### src/rtl/dbus_xbar.sv
// Data-bus crossbar between the MiniMIPS32 data port and NSLV handshaked slaves.
// Optional access timeout is built when DBUS_TIMEOUT_EN is defined.
module dbus_xbar #(
  parameter int ADDR_W  = 32,
  parameter int DATA_W  = 32,
  parameter int BE_W    = DATA_W / 8,
  parameter int NSLV    = 4,
  parameter int SEL_W   = 2,
  parameter int SEL_LSB = 28,
  parameter int TIMEOUT = 15
) (
  input  logic                   cpu_clk_50M,
  input  logic                   cpu_rst,
  input  logic [ADDR_W-1:0]      daddr,
  input  logic                   dce,
  input  logic [BE_W-1:0]        we,
  input  logic [DATA_W-1:0]      din,
  output logic [DATA_W-1:0]      dm,
  output logic                   stall,
  output logic                   bus_err,
  output logic [NSLV-1:0]        s_ce,
  output logic [ADDR_W-1:0]      s_addr,
  output logic [BE_W-1:0]        s_we,
  output logic [DATA_W-1:0]      s_din,
  input  logic [NSLV*DATA_W-1:0] s_rdata,
  input  logic [NSLV-1:0]        s_ready
);

  typedef enum logic [1:0] {
    IDLE,
    BUSY,
    ERR
  } state_t;

  state_t state, state_nxt;

  logic [SEL_W-1:0]  req_idx;
  logic [SEL_W-1:0]  cur_idx;
  logic [NSLV-1:0]   req_onehot;
  logic              req_mapped;
  logic              sel_ready;
  logic [DATA_W-1:0] sel_rdata;
  logic              is_read;
  logic              timeout_hit;

  assign req_idx = daddr[SEL_LSB +: SEL_W];
  // The latched address carries the slave index for the whole access.
  assign cur_idx = s_addr[SEL_LSB +: SEL_W];
  assign is_read = (s_we == '0);
  assign stall   = (state != IDLE);

  // NOTE: every always_comb output gets a default first so no path can infer a latch.
  always_comb begin
    req_onehot = '0;
    sel_ready  = 1'b0;
    sel_rdata  = '0;
    for (int k = 0; k < NSLV; k++) begin
      if (req_idx == SEL_W'(k)) begin
        req_onehot[k] = 1'b1;
      end
      if (cur_idx == SEL_W'(k)) begin
        sel_ready = s_ready[k] & s_ce[k];
        sel_rdata = s_rdata[k*DATA_W +: DATA_W];
      end
    end
  end

  // An index at or beyond NSLV matches no slave, so the one-hot vector is empty.
  assign req_mapped = |req_onehot;

`ifdef DBUS_TIMEOUT_EN
  localparam logic [DATA_W-1:0] TMO_PATTERN = DATA_W'(32'hDEAD_BEEF);

  logic [7:0] tmo_cnt;

  always_ff @(posedge cpu_clk_50M) begin
    if (cpu_rst) begin
      tmo_cnt <= '0;
    end else if (state != BUSY) begin
      tmo_cnt <= '0;
    end else if (!sel_ready) begin
      tmo_cnt <= tmo_cnt + 8'd1;
    end
  end

  // Counter holds the number of completed idle BUSY cycles, so the abort lands
  // on the edge that ends the TIMEOUT-th BUSY cycle.
  assign timeout_hit = (state == BUSY) && (tmo_cnt == 8'(TIMEOUT - 1));
`else
  assign timeout_hit = 1'b0;
`endif

  // NOTE: sequential state uses non-blocking assignments so every register
  // samples pre-edge values regardless of process ordering.
  always_ff @(posedge cpu_clk_50M) begin
    if (cpu_rst) begin
      state <= IDLE;
    end else begin
      state <= state_nxt;
    end
  end

  always_comb begin
    state_nxt = state;
    unique case (state)
      IDLE: begin
        if (dce) begin
          state_nxt = req_mapped ? BUSY : ERR;
        end
      end
      BUSY: begin
        if (sel_ready || timeout_hit) begin
          state_nxt = IDLE;
        end
      end
      ERR:     state_nxt = IDLE;
      default: state_nxt = IDLE;
    endcase
  end

  always_ff @(posedge cpu_clk_50M) begin
    if (cpu_rst) begin
      s_ce    <= '0;
      s_addr  <= '0;
      s_we    <= '0;
      s_din   <= '0;
      dm      <= '0;
      bus_err <= 1'b0;
    end else begin
      bus_err <= 1'b0;
      unique case (state)
        IDLE: begin
          if (dce) begin
            s_addr <= daddr;
            s_we   <= we;
            s_din  <= din;
            s_ce   <= req_onehot;
          end
        end
        BUSY: begin
          // Ready wins over a simultaneous timeout.
          if (sel_ready) begin
            s_ce <= '0;
            if (is_read) begin
              dm <= sel_rdata;
            end
          end
`ifdef DBUS_TIMEOUT_EN
          else if (timeout_hit) begin
            s_ce    <= '0;
            bus_err <= 1'b1;
            if (is_read) begin
              dm <= TMO_PATTERN;
            end
          end
`endif
        end
        ERR: begin
          bus_err <= 1'b1;
          if (is_read) begin
            dm <= '0;
          end
        end
        default: ;
      endcase
    end
  end

endmodule

### config.mk
export PLATFORM = sky130hd
export DESIGN_NAME = dbus_xbar
export DESIGN_NICKNAME = d
export VERILOG_FILES = /design/src/rtl/dbus_xbar.sv
export SDC_FILE = /design/constraint.sdc
export NUM_CORES = 1
export LEC_CHECK = 0
export CELL_PAD_IN_SITES_DETAIL_PLACEMENT = 0
export CELL_PAD_IN_SITES_GLOBAL_PLACEMENT = 1
export CORE_ASPECT_RATIO = 1.2
export CORE_UTILIZATION = 23
export DETAILED_ROUTE_END_ITERATION = 10
export PLACE_DENSITY = 0.77
export RECOVER_POWER = 50
export SLEW_MARGIN = 40
export SYNTH_ARGS = -nofsm -noshare
export SYNTH_HDL_FRONTEND = slang
export SYNTH_SLANG_ARGS = --single-unit
### constraint.sdc
create_clock -name cpu_clk_50M -period 1.5 [get_ports cpu_clk_50M]
set_clock_uncertainty 0.1 [all_clocks]
set_input_delay 0.375 -clock cpu_clk_50M [delete_from_list [all_inputs] [get_ports cpu_clk_50M]]
set_output_delay 0.375 -clock cpu_clk_50M [all_outputs]
set_load 0.05 [all_outputs]
### Yosys cells after proc, flatten, opt, wreduce, memory -nomap -nowiden

Index checks and enable logic that the tools add are counted.

| word-level totals | value |
|---|---|
| bits in registers | 107 |
| input port bits | 203 |
| output and inout bits | 106 |
| word-level logic and storage cells | 59 |

| operators by class | value |
|---|---|
| eq/ne operators | 12 |
| multiplexer cells | 24 |
| bitwise logic cells | 4 |
| reductions and logical operators | 12 |

Operator list:

| cell | count |
|---|---|
| 2-to-1 mux 32 bit | 7 |
| case mux 32 bit (2 select lines) | 1 |
| == test 2 bit, second input constant | 5 |
| 2-to-1 mux 1 bit | 9 |
| 2-to-1 mux 4 bit | 2 |
| inequality test 2 bit, second input constant | 4 |
| case mux 4 bit (2 select lines) | 1 |
| == test 2 x 1 -> 1 bit, second input constant | 3 |
| logical NOT 2 bit | 3 |
| 2-to-1 mux 2 bit | 3 |
| nonzero test 2 bit | 3 |
| AND 1 bit | 4 |
| logical NOT 4 bit | 1 |
| case mux 2 bit (2 select lines) | 1 |
| AND reduction 2 bit | 2 |
| AND reduction 4 bit | 1 |
| OR reduction 4 bit | 1 |
| AND reduction 3 bit | 1 |

### Longest topological paths before layout

Gate-level depths: netlist of run 1.

| depth | value |
|---|---|
| word-level depth | 8 |
| mapped depth | 7 |
| gate-level depth less buffers | 5 |

### Least setup slack after synthesis of run 1

Ideal clock, no wire load.

| timing path | value |
|---|---|
| path type | register -> register |
| start point | register s_addr[28] |
| end point | register dm[16] |
| library setup time | 0.121 ns |
| data arrival time | 1.845 ns |
| slack | -0.566 ns |
| stages on the path, launching flop included | 6 |
| buffers on the path | 2 |
| clock period less this slack | 2.066 ns |
| cells stage by stage | dfxtp_1 buf_4 buf_2 mux4_2 inv_1 o22ai_2 |

| on the way | value |
|---|---|
| longest elaborated chain between the ends | 8 |
| elaborated cells between the ends (all ways) | 17 |

RTL lines:

| what | RTL line | text |
|---|---|---|
| start: declaration | 22 | `output logic [ADDR_W-1:0] s_addr,` |
| start signal: assignment | 134 | `s_addr <= daddr;` |
| logical NOT 2 bit | 61 | `if (cur_idx == SEL_W'(k)) begin` |
| 2-to-1 mux 32 bit (4 in a row) | 61 |  |
| 2-to-1 mux 32 bit | 144 | `if (is_read) begin` |
| 2-to-1 mux 32 bit | 142 | `if (sel_ready) begin` |
| case mux 32 bit (2 select lines) | 131 | `unique case (state)` |
| end signal: assignment | 145 | `dm <= sel_rdata;` |
| end: declaration | 18 | `output logic [DATA_W-1:0] dm,` |

Several ways; a longest one is shown, not always the timed one. The select of a mux whose other input is x is not followed.
A chain may end at the register's enable or synchronous reset.

### Worst setup path in the final report of run 1

| timing path | value |
|---|---|
| start point | register s_we[3] |
| end point | register dm[18] |

| on the way | value |
|---|---|
| longest elaborated chain between the ends | 3 |
| elaborated cells between the ends (all ways) | 4 |

RTL lines:

| what | RTL line | text |
|---|---|---|
| start: declaration | 23 | `output logic [BE_W-1:0] s_we,` |
| start signal: assignment | 135 | `s_we <= we;` |
| logical NOT 4 bit (*) | 49 | `assign is_read = (s_we == '0);` |
| inequality test 2 bit (no line) | -- |  |
| AND reduction 4 bit (no line) (*) | -- |  |

Every way passes the cells marked *; elsewhere a longest branch is shown, timed or not.

==> flow_metrics.py, run 1 <==
metrics = {
    "clock_tree": {
        "clock-sinks": 107,
        "cts_buffers": 9,
        "hold_buffers": 0,
        "clock_latency_ns": 0.35,
        "clkTransAtPathRegs_ns": 0.08,
        "cts_tree": "built",
        "cts.path.max_buffers": 2,
        "root_buffer": "clkbuf_16",
        "h-tree-depth": 3,
    },
    "global_route": {
        "grt_pass1_vias": 5000,
        "antenna_found_initial": 1,
        "grt_overflow_total": 0,
        "grt_pass1_wl_mm": 26.7,
        "grt_max_degree": 59,
        "grt_usage_pct": 15.9,
    },
    "setup_path": {
        "critical_path.top_delay_family": "simple AND/OR/NAND/NOR gates",
        "cp.depth": 4,
        "crit_chain": "or4_4 > a21oi_4 > buf_12 > o22ai_2",
        "reg2reg_depth": 4,
        "regToRegSetupSlack_ns": -0.19,
        "critPathLaunch": "s_we[3]",
        "path_class": "flip-flop to flip-flop",
        "slowest_stage": "or4_4",
        "cp-endpoint": "dm[18]",
        "cp.arrival_ns": 1.83,
        "rr_startpoint": "s_we[3]",
        "end_kind": "flip-flop",
        "worst-path-buf-inv": 1,
        "worst_path_largest_cell_delay_ns": 0.59,
        "cp_max_fo": 32,
        "worstReg2RegEnd": "dm[18]",
        "required_ns": 1.63,
        "critPathLaunchType": "flip-flop",
    },
    "place": {
        "io_buffers": 308,
        "gp_congestion": 0.760,
        "hpwl_mm": 13.6,
        "place_inst": 1090,
        "placed_area_sq_um": 9630,
    },
    "routing": {
        "dr.pass1.iters": 4,
        "wl_per_cell_um": 16.3,
        "ant_nets": 0,
        "drt_iter0_drc": 156,
        "via_per_inst": 4.37,
        "wl_mm": 18.3,
        "num_vias": 4887,
        "drc": 0,
    },
    "status": {
        "outcome": "complete, but fails checks",
        "violations": "setup timing",
    },
    "synthesis": {
        "syn_nets": 721,
        "yosys_warnings": 0,
        "synthTopCellsByArea": "dfxtp_1, mux4_2, nand2_1",
        "syn_area_per_cell_sq_um": 9.43,
        "yosysUniqueCellTypes": 32,
        "syn-cell-area_sq_um": 4880,
        "yosysSeqAreaShare_pct": 43.9,
        "synth_seq_cells": 107,
        "netlist_instances": 518,
        "yosys.area.top_type": "dfxtp_1",
        "yosys.area.top_type_share_pct": 43.9,
    },
    "die": {
        "dieHeight_um": 162,
        "fp.coreArea_sq_um": 20900,
        "rows": 58,
        "io_pins": 309,
        "start_util_pct": 23.4,
        "dieWidth_um": 135,
        "dieArea_sq_um": 21800,
    },
    "power_and_ir_drop": {
        "p_leak_nw": 3.69,
        "p_int_mw": 5.29,
        "swShare_pct": 27.8,
        "seq_power_share_pct": 40.8,
        "clkPwrFrac_pct": 33.6,
        "ir_drop_v": 0.000452,
        "p_sw_mw": 2.04,
        "power_density_nw_per_um2": 781,
        "p_comb_share_pct": 25.7,
    },
    "finish": {
        "drive_gt1_share_pct": 34.2,
        "final_cell_count_no_fill": 1119,
        "post-route-util_pct": 44.9,
        "fin_area_sq_um": 9380,
        "final_cell_mix": "clkdlybuf4s50_1, nand2_1, dfxtp_1",
        "num-nets-final": 1046,
        "fill_cells": 2052,
        "synthToLayoutAreaGrowth_pct": 92.1,
        "mostFrequentLayoutCell": "clkdlybuf4s50_1",
    },
    "sta": {
        "fin_ws_ns": -0.190,
        "hold_viol": 0,
        "fin_crit_sh_pct": 113,
        "drv_slew": 0,
        "period_minus_slack_ns": 1.69,
        "finalSetupViolations": 35,
        "fmax_ghz": 0.592,
        "rsz0062_at_grt": "yes",
    },
    "flow_run": {
        "maxCapViolCount": 0,
    },
    "worst_hold_path": {
        "hold_path.class": "flip-flop to flip-flop",
    },
}
==> stage by stage <==
stage / total power, mW / setup WS, ns / hold WS, ns / setup TNS [ns]
3_5_place_dp: 5.05 / -0.509 / 0.383 / -38.99
6_report: 7.33 / -0.190 / 0.352 / -5.86
5_1_grt: 7.65 / -0.217 / 0.366 / -7.95
2_1_floorplan: 3.88 / -0.177 / 0.401 / -5.44
4_1_cts: 7.59 / -0.200 / 0.382 / -6.32
3_3_place_gp: 5.04 / -0.501 / 0.379 / -38.55
==> metal layers <==
layer	vias up	global-route usage (%)	share of wire [%]
met5	-	0	0
met4	0	5.36	1.6
met3	16	6.18	9.3
met2	187	29.2	53
met1	2285	16.3	36
li1	2399	-	-
==> worst min-delay path, delay by kind of cell (launching register included) <==
kind	cells	cell delay, ns
compound gates	1	0.05
simple gates	1	0.05
flops	1	0.31
==> power by group through the flow <==
stage	clock, mW	combinational [mW]	sequential (mW)
finish	2.46	1.88	2.99
global route	2.66	1.99	3.00
CTS	2.57	1.98	3.03
detailed placement	0	1.96	3.10
global placement	0	1.94	3.09
floorplan	0	0.522	3.35
==> synth_stat cells (all sizes together) <==
| library cell | instances |
|---|---|
| o31ai | 2 |
| o22ai | 32 |
| nand4 | 1 |
| nand2b | 33 |
| or2 | 1 |
| o211ai | 1 |
| a21oi | 71 |
| nand2 | 138 |
| nand4b | 1 |
| a22oi | 1 |
| clkbuf | 17 |
| o21ai | 2 |
| or4 | 1 |
| nor2 | 11 |
| buf | 25 |
| nor2b | 1 |
| inv | 33 |
| nand3 | 1 |
| mux4 | 32 |
| conb | 1 |
| nor3 | 4 |
| a32oi | 1 |
| nor3b | 1 |
| dfxtp | 107 |
==> registers in the layout (all words and copies together) (netlist names) <==
signal,cells
s_din,32
s_addr,32
s_ce,4
state,2
s_we,4
bus_err,1
dm,32
==> worst min-delay path by stage <==
stage	start	endpoint	slack, ns	cells past startpoint
2_1_floorplan	we[0]	s_we[0]	0.40	2
3_3_place_gp	s_din[22]	s_din[22]	0.38	2
3_5_place_dp	s_din[15]	s_din[15]	0.38	2
4_1_cts	cpu_rst	s_din[1]	0.38	3
5_1_grt	state[1]	state[0]	0.37	1
6_report	s_din[22]	s_din[22]	0.35	2
==> area by class of cell <==
cell class                 count  area (sq um)  share of cell area, %
tap                          270           338                   3.60
clock buffer                  11           243                   2.59
sequential                   107          2170                   23.2
clock inverter                 5          58.8                  0.627
antenna                        1          2.50                 0.0267
timing repair buffer         356          3850                   41.0
multi-input combinational    336          2590                   27.6
inverter                      33           124                   1.32
==> cells by family after synthesis <==
| kind of cell | share of synthesized area [%] |
|---|---|
| buffers and inverters | 7.07 |
| other | 0.0768 |
| AO/OA/AOI/OAI | 16.9 |
| AND/OR/NAND/NOR | 17.3 |
| flip-flops | 43.9 |
| multiplexers | 14.8 |
==> repair_timing <==
item | 4_1_cts | 5_1_grt
buffers inserted | 1 | 7
endpoints found under the setup margin | 39 | 79
resized for setup | 14 | 52
pin swaps | 1 | 18
gates cloned | 1 | 4
Note: power is estimated with default switching activity, not from simulation.
==> inputs of run 2 (changes only) <==
Settings changed: SKIP_CTS_REPAIR_TIMING set to 1.
==> flow_metrics.py, run 2 (synthesized netlist as in run 1, its figures left out) <==
metrics = {
    "global_route": {
        "grt_max_degree": 59,
        "antenna_found_initial": 1,
        "grt_usage_pct": 15.7,
        "grt_overflow_total": 0,
        "grt_pass1_wl_mm": 26.4,
        "grt_pass1_vias": 4956,
    },
    "sta": {
        "fin_crit_sh_pct": 112,
        "drv_slew": 0,
        "rsz0062_at_grt": "yes",
        "period_minus_slack_ns": 1.69,
        "fmax_ghz": 0.593,
        "setup_tns_ns": -5.92,
        "hold_viol": 0,
        "fin_ws_ns": -0.187,
        "finalSetupViolations": 37,
    },
    "finish": {
        "drive_gt1_share_pct": 30.3,
        "num-nets-final": 1047,
        "diodes": 0,
        "largest_registers": "dm: 32 flops, s_addr: 32 flops, s_din: 32 flops",
        "mostFrequentLayoutCell": "clkdlybuf4s50_1",
        "post-route-util_pct": 46.0,
        "final_cell_mix": "clkdlybuf4s50_1, nand2_1, dfxtp_1",
        "final_cell_count_no_fill": 1119,
        "synthToLayoutAreaGrowth_pct": 96.6,
    },
    "setup_path": {
        "slowest_stage": "or4_4",
        "required_ns": 1.63,
        "critical_path.top_delay_family": "simple AND/OR/NAND/NOR gates",
        "critPathLaunch": "s_we[3]",
        "end_kind": "flip-flop",
        "rr_startpoint": "s_we[3]",
        "crit_chain": "or4_4 > a21oi_4 > buf_12 > o22ai_2",
        "cp_max_fo": 32,
        "path_class": "flip-flop to flip-flop",
        "worst_path_largest_cell_delay_ns": 0.59,
        "worst-path-buf-inv": 1,
        "cp.arrival_ns": 1.81,
        "critPathLaunchType": "flip-flop",
    },
    "place": {
        "io_buffers": 308,
        "place_ws_ns": -0.509,
        "place_inst": 1090,
        "gp_congestion": 0.760,
        "hpwl_mm": 13.6,
    },
    "clock_tree": {
        "cts_buffers": 9,
        "clock_latency_ns": 0.35,
        "h-tree-depth": 3,
        "cts.path.max_buffers": 2,
        "clkTransAtPathRegs_ns": 0.07,
        "clock-sinks": 107,
        "cts_tree": "built",
        "root_buffer": "clkbuf_16",
    },
    "routing": {
        "dr.pass1.iters": 4,
        "wl_per_cell_um": 16.1,
        "wl_mm": 18.0,
        "via_per_inst": 4.35,
        "drt_iter0_drc": 115,
        "ant_nets": 0,
        "drc": 0,
        "num_vias": 4863,
    },
    "power_and_ir_drop": {
        "p_leak_nw": 3.71,
        "ir_drop_v": 0.000446,
        "power_density_nw_per_um2": 764,
    },
    "die": {
        "io_pins": 309,
        "dieArea_sq_um": 21800,
        "dieWidth_um": 135,
        "start_util_pct": 23.4,
        "fp.coreArea_sq_um": 20900,
        "rows": 58,
        "dieHeight_um": 162,
    },
    "status": {
        "outcome": "complete, but fails checks",
        "violations": "setup timing",
    },
    "flow_run": {
        "maxCapViolCount": 0,
    },
    "worst_hold_path": {
        "min-delay-start": "s_din[15]",
        "hold_path.class": "flip-flop to flip-flop",
    },
}
## run 2: cell type report
type / count / area (sq um)
fill: 2016 / 11300
sequential: 107 / 2170
clock inverter: 5 / 58.8
multi-input combinational: 336 / 2450
timing repair buffer: 357 / 4230
tap: 270 / 338
clock buffer: 11 / 243
inverter: 33 / 124
## run 2: worst min-delay path: stages (launching register included)
cell	delay, ns
dfxtp_1	0.31
nand2_1	0.05
a21oi_1	0.05
## run 2: report_power, final
group / switching (mW) / total, mW / internal (mW)
sequential: 0.0813 / 3.01 / 2.93
clock: 1.10 / 2.45 / 1.35
combinational: 0.832 / 1.88 / 1.05
total: 2.01 / 7.34 / 5.33
## run 2: metrics by stage
stage	hold WS (ns)	instance area, sq um	power (mW)
6_report	0.351	9600	7.34
5_1_grt	0.368	9600	7.67
4_1_cts	0.371	9930	7.56
3_5_place_dp	0.383	9630	5.05
3_3_place_gp	0.379	9630	5.04
2_1_floorplan	0.401	4930	3.88
## run 2: final timing paths
path	to	slack, ns	depth (start not counted)
worst max register to register	dm[3]	-0.19	4
worst max-delay path	dm[3]	-0.19	4
worst min-delay path	s_din[15]	0.35	2
worst min register to register	s_din[15]	0.35	2
## run 2: layer usage
layer  part of all wire, %  global-route usage [%]
met4                   1.9                    5.36
met1                    37                    16.2
met3                   9.1                    6.18
met5                 0.072                       0
met2                    52                    28.6
==> inputs of run 3 (changes only) <==
Settings changed: CORE_UTILIZATION 23 to 28, PLACE_DENSITY 0.77 to 0.88.
Clock period 1.5 ns to 2 ns, I/O delays scaled along.
==> flow_metrics.py, run 3 (synthesized netlist as in run 1, its figures left out) <==
metrics = {
    "status": {
        "outcome": "finished clean",
    },
    "place": {
        "place_ws_ns": -0.173,
        "place_inst": 1023,
        "io_buffers": 308,
        "hpwl_mm": 12.7,
        "placed_area_sq_um": 8090,
        "gp_congestion": 0.743,
    },
    "setup_path": {
        "critPathLaunchType": "flip-flop",
        "cp.arrival_ns": 1.32,
        "required_ns": 1.40,
        "path_class": "flip-flop to output port",
        "critPathLaunch": "s_addr[29]",
        "cp_max_fo": 23,
        "end_kind": "output port",
        "rr_startpoint": "s_we[3]",
    },
    "clock_tree": {
        "clock-sinks": 107,
        "cts.path.max_buffers": 2,
        "root_buffer": "clkbuf_16",
        "h-tree-depth": 3,
        "clock_latency_ns": 0.34,
        "cts_tree": "built",
        "clkTransAtPathRegs_ns": 0.07,
        "cts_buffers": 9,
    },
    "finish": {
        "largest_registers": "dm: 32 flops, s_addr: 32 flops, s_din: 32 flops",
        "final_cell_count_no_fill": 1039,
        "synthToLayoutAreaGrowth_pct": 64.7,
        "num-nets-final": 1021,
        "drive_gt1_share_pct": 14.6,
        "regArea_sq_um": 2150,
        "final_cell_mix": "clkdlybuf4s50_1, nand2_1, dfxtp_1",
        "post-route-util_pct": 47.4,
        "fill_cells": 1694,
        "fin_area_sq_um": 8040,
        "multi_input_area_sq_um": 2410,
        "mostFrequentLayoutCell": "clkdlybuf4s50_1",
        "diodes": 0,
    },
    "global_route": {
        "grt_overflow_total": 0,
        "grt_max_degree": 60,
        "grt_pass1_vias": 4750,
        "antenna_found_initial": 0,
        "grt_usage_pct": 18.1,
        "grt_pass1_wl_mm": 24.8,
    },
    "die": {
        "fp.coreArea_sq_um": 17000,
        "dieHeight_um": 147,
        "start_util_pct": 28.8,
        "rows": 52,
        "io_pins": 309,
        "dieWidth_um": 123,
        "dieArea_sq_um": 18000,
    },
    "routing": {
        "dr.pass1.iters": 6,
        "num_vias": 4733,
        "wl_per_cell_um": 15.6,
        "wl_mm": 16.2,
        "drt_iter0_drc": 194,
        "ant_nets": 0,
        "drc": 0,
        "via_per_inst": 4.56,
    },
    "sta": {
        "fin_crit_sh_pct": 95.9,
        "hold_viol": 0,
        "drv_slew": 0,
        "fin_ws_ns": 0.0813,
        "period_minus_slack_ns": 1.92,
        "holdWs_ns": 0.353,
        "tightestPinTransition_ns": 1.23,
        "fmax_ghz": 0.521,
        "max-slew-margin-rel_pct": 18.0,
        "finalSetupViolations": 0,
        "rsz0062_at_grt": "no",
    },
    "power_and_ir_drop": {
        "clkPwrFrac_pct": 36.3,
        "power_density_nw_per_um2": 670,
        "swShare_pct": 26.4,
        "p_sw_mw": 1.42,
        "p_leak_nw": 2.93,
        "p_int_mw": 3.97,
        "ir_drop_v": 0.000332,
        "seq_power_share_pct": 41.7,
        "p_comb_share_pct": 22.0,
    },
    "worst_hold_path": {
        "hold_path.class": "flip-flop to flip-flop",
        "min-delay-start": "s_addr[4]",
    },
    "flow_run": {
        "maxCapViolCount": 0,
    },
}
-- run 3: final timing paths --
path / slack [ns] / cells past startpoint / to
worst min register to register: 0.35 / 2 / s_addr[4]
worst max-delay path: 0.08 / 2 / s_addr[29]
worst max register to register: 0.28 / 5 / dm[26]
worst min-delay path: 0.35 / 2 / s_addr[4]
-- run 3: through the flow --
stage | TNS [ns] | power (mW)
floorplan | 0 | 2.91
CTS | -0.0581 | 5.54
global route | 0 | 5.65
finish | 0 | 5.39
detailed placement | -5.88 | 3.55
global placement | -5.53 | 3.55
-- run 3: cell type report --
| class | count | area share, % |
|---|---|---|
| clock buffer | 12 | 3.19 |
| clock inverter | 4 | 0.902 |
| inverter | 33 | 1.54 |
| multi-input combinational | 336 | 30.0 |
| sequential | 107 | 26.7 |
| tap | 216 | 3.36 |
| timing repair buffer | 331 | 34.3 |
-- run 3: layer usage --
layer | up-vias | routed length [um] | global-route usage (%)
met1 | 2191 | 6290 | 20.5
li1 | 2350 | - | -
met3 | 18 | 1210 | 4.53
met4 | 0 | 286 | 6.46
met5 | - | 0 | 0
met2 | 174 | 8450 | 32.2
-- run 3: critical path, stage by stage, from the launching register on --
cell	delay, ns
dfxtp_2	0.49
buf_6	0.29
buf_12	0.18
-- run 3: power groups by stage --
stage / Sequential [mW] / Combinational [mW] / Clock [mW]
floorplan: 2.52 / 0.388 / 0
detailed placement: 2.30 / 1.25 / 0
global route: 2.26 / 1.27 / 2.12
CTS: 2.25 / 1.26 / 2.03
global placement: 2.30 / 1.25 / 0
finish: 2.25 / 1.19 / 1.95
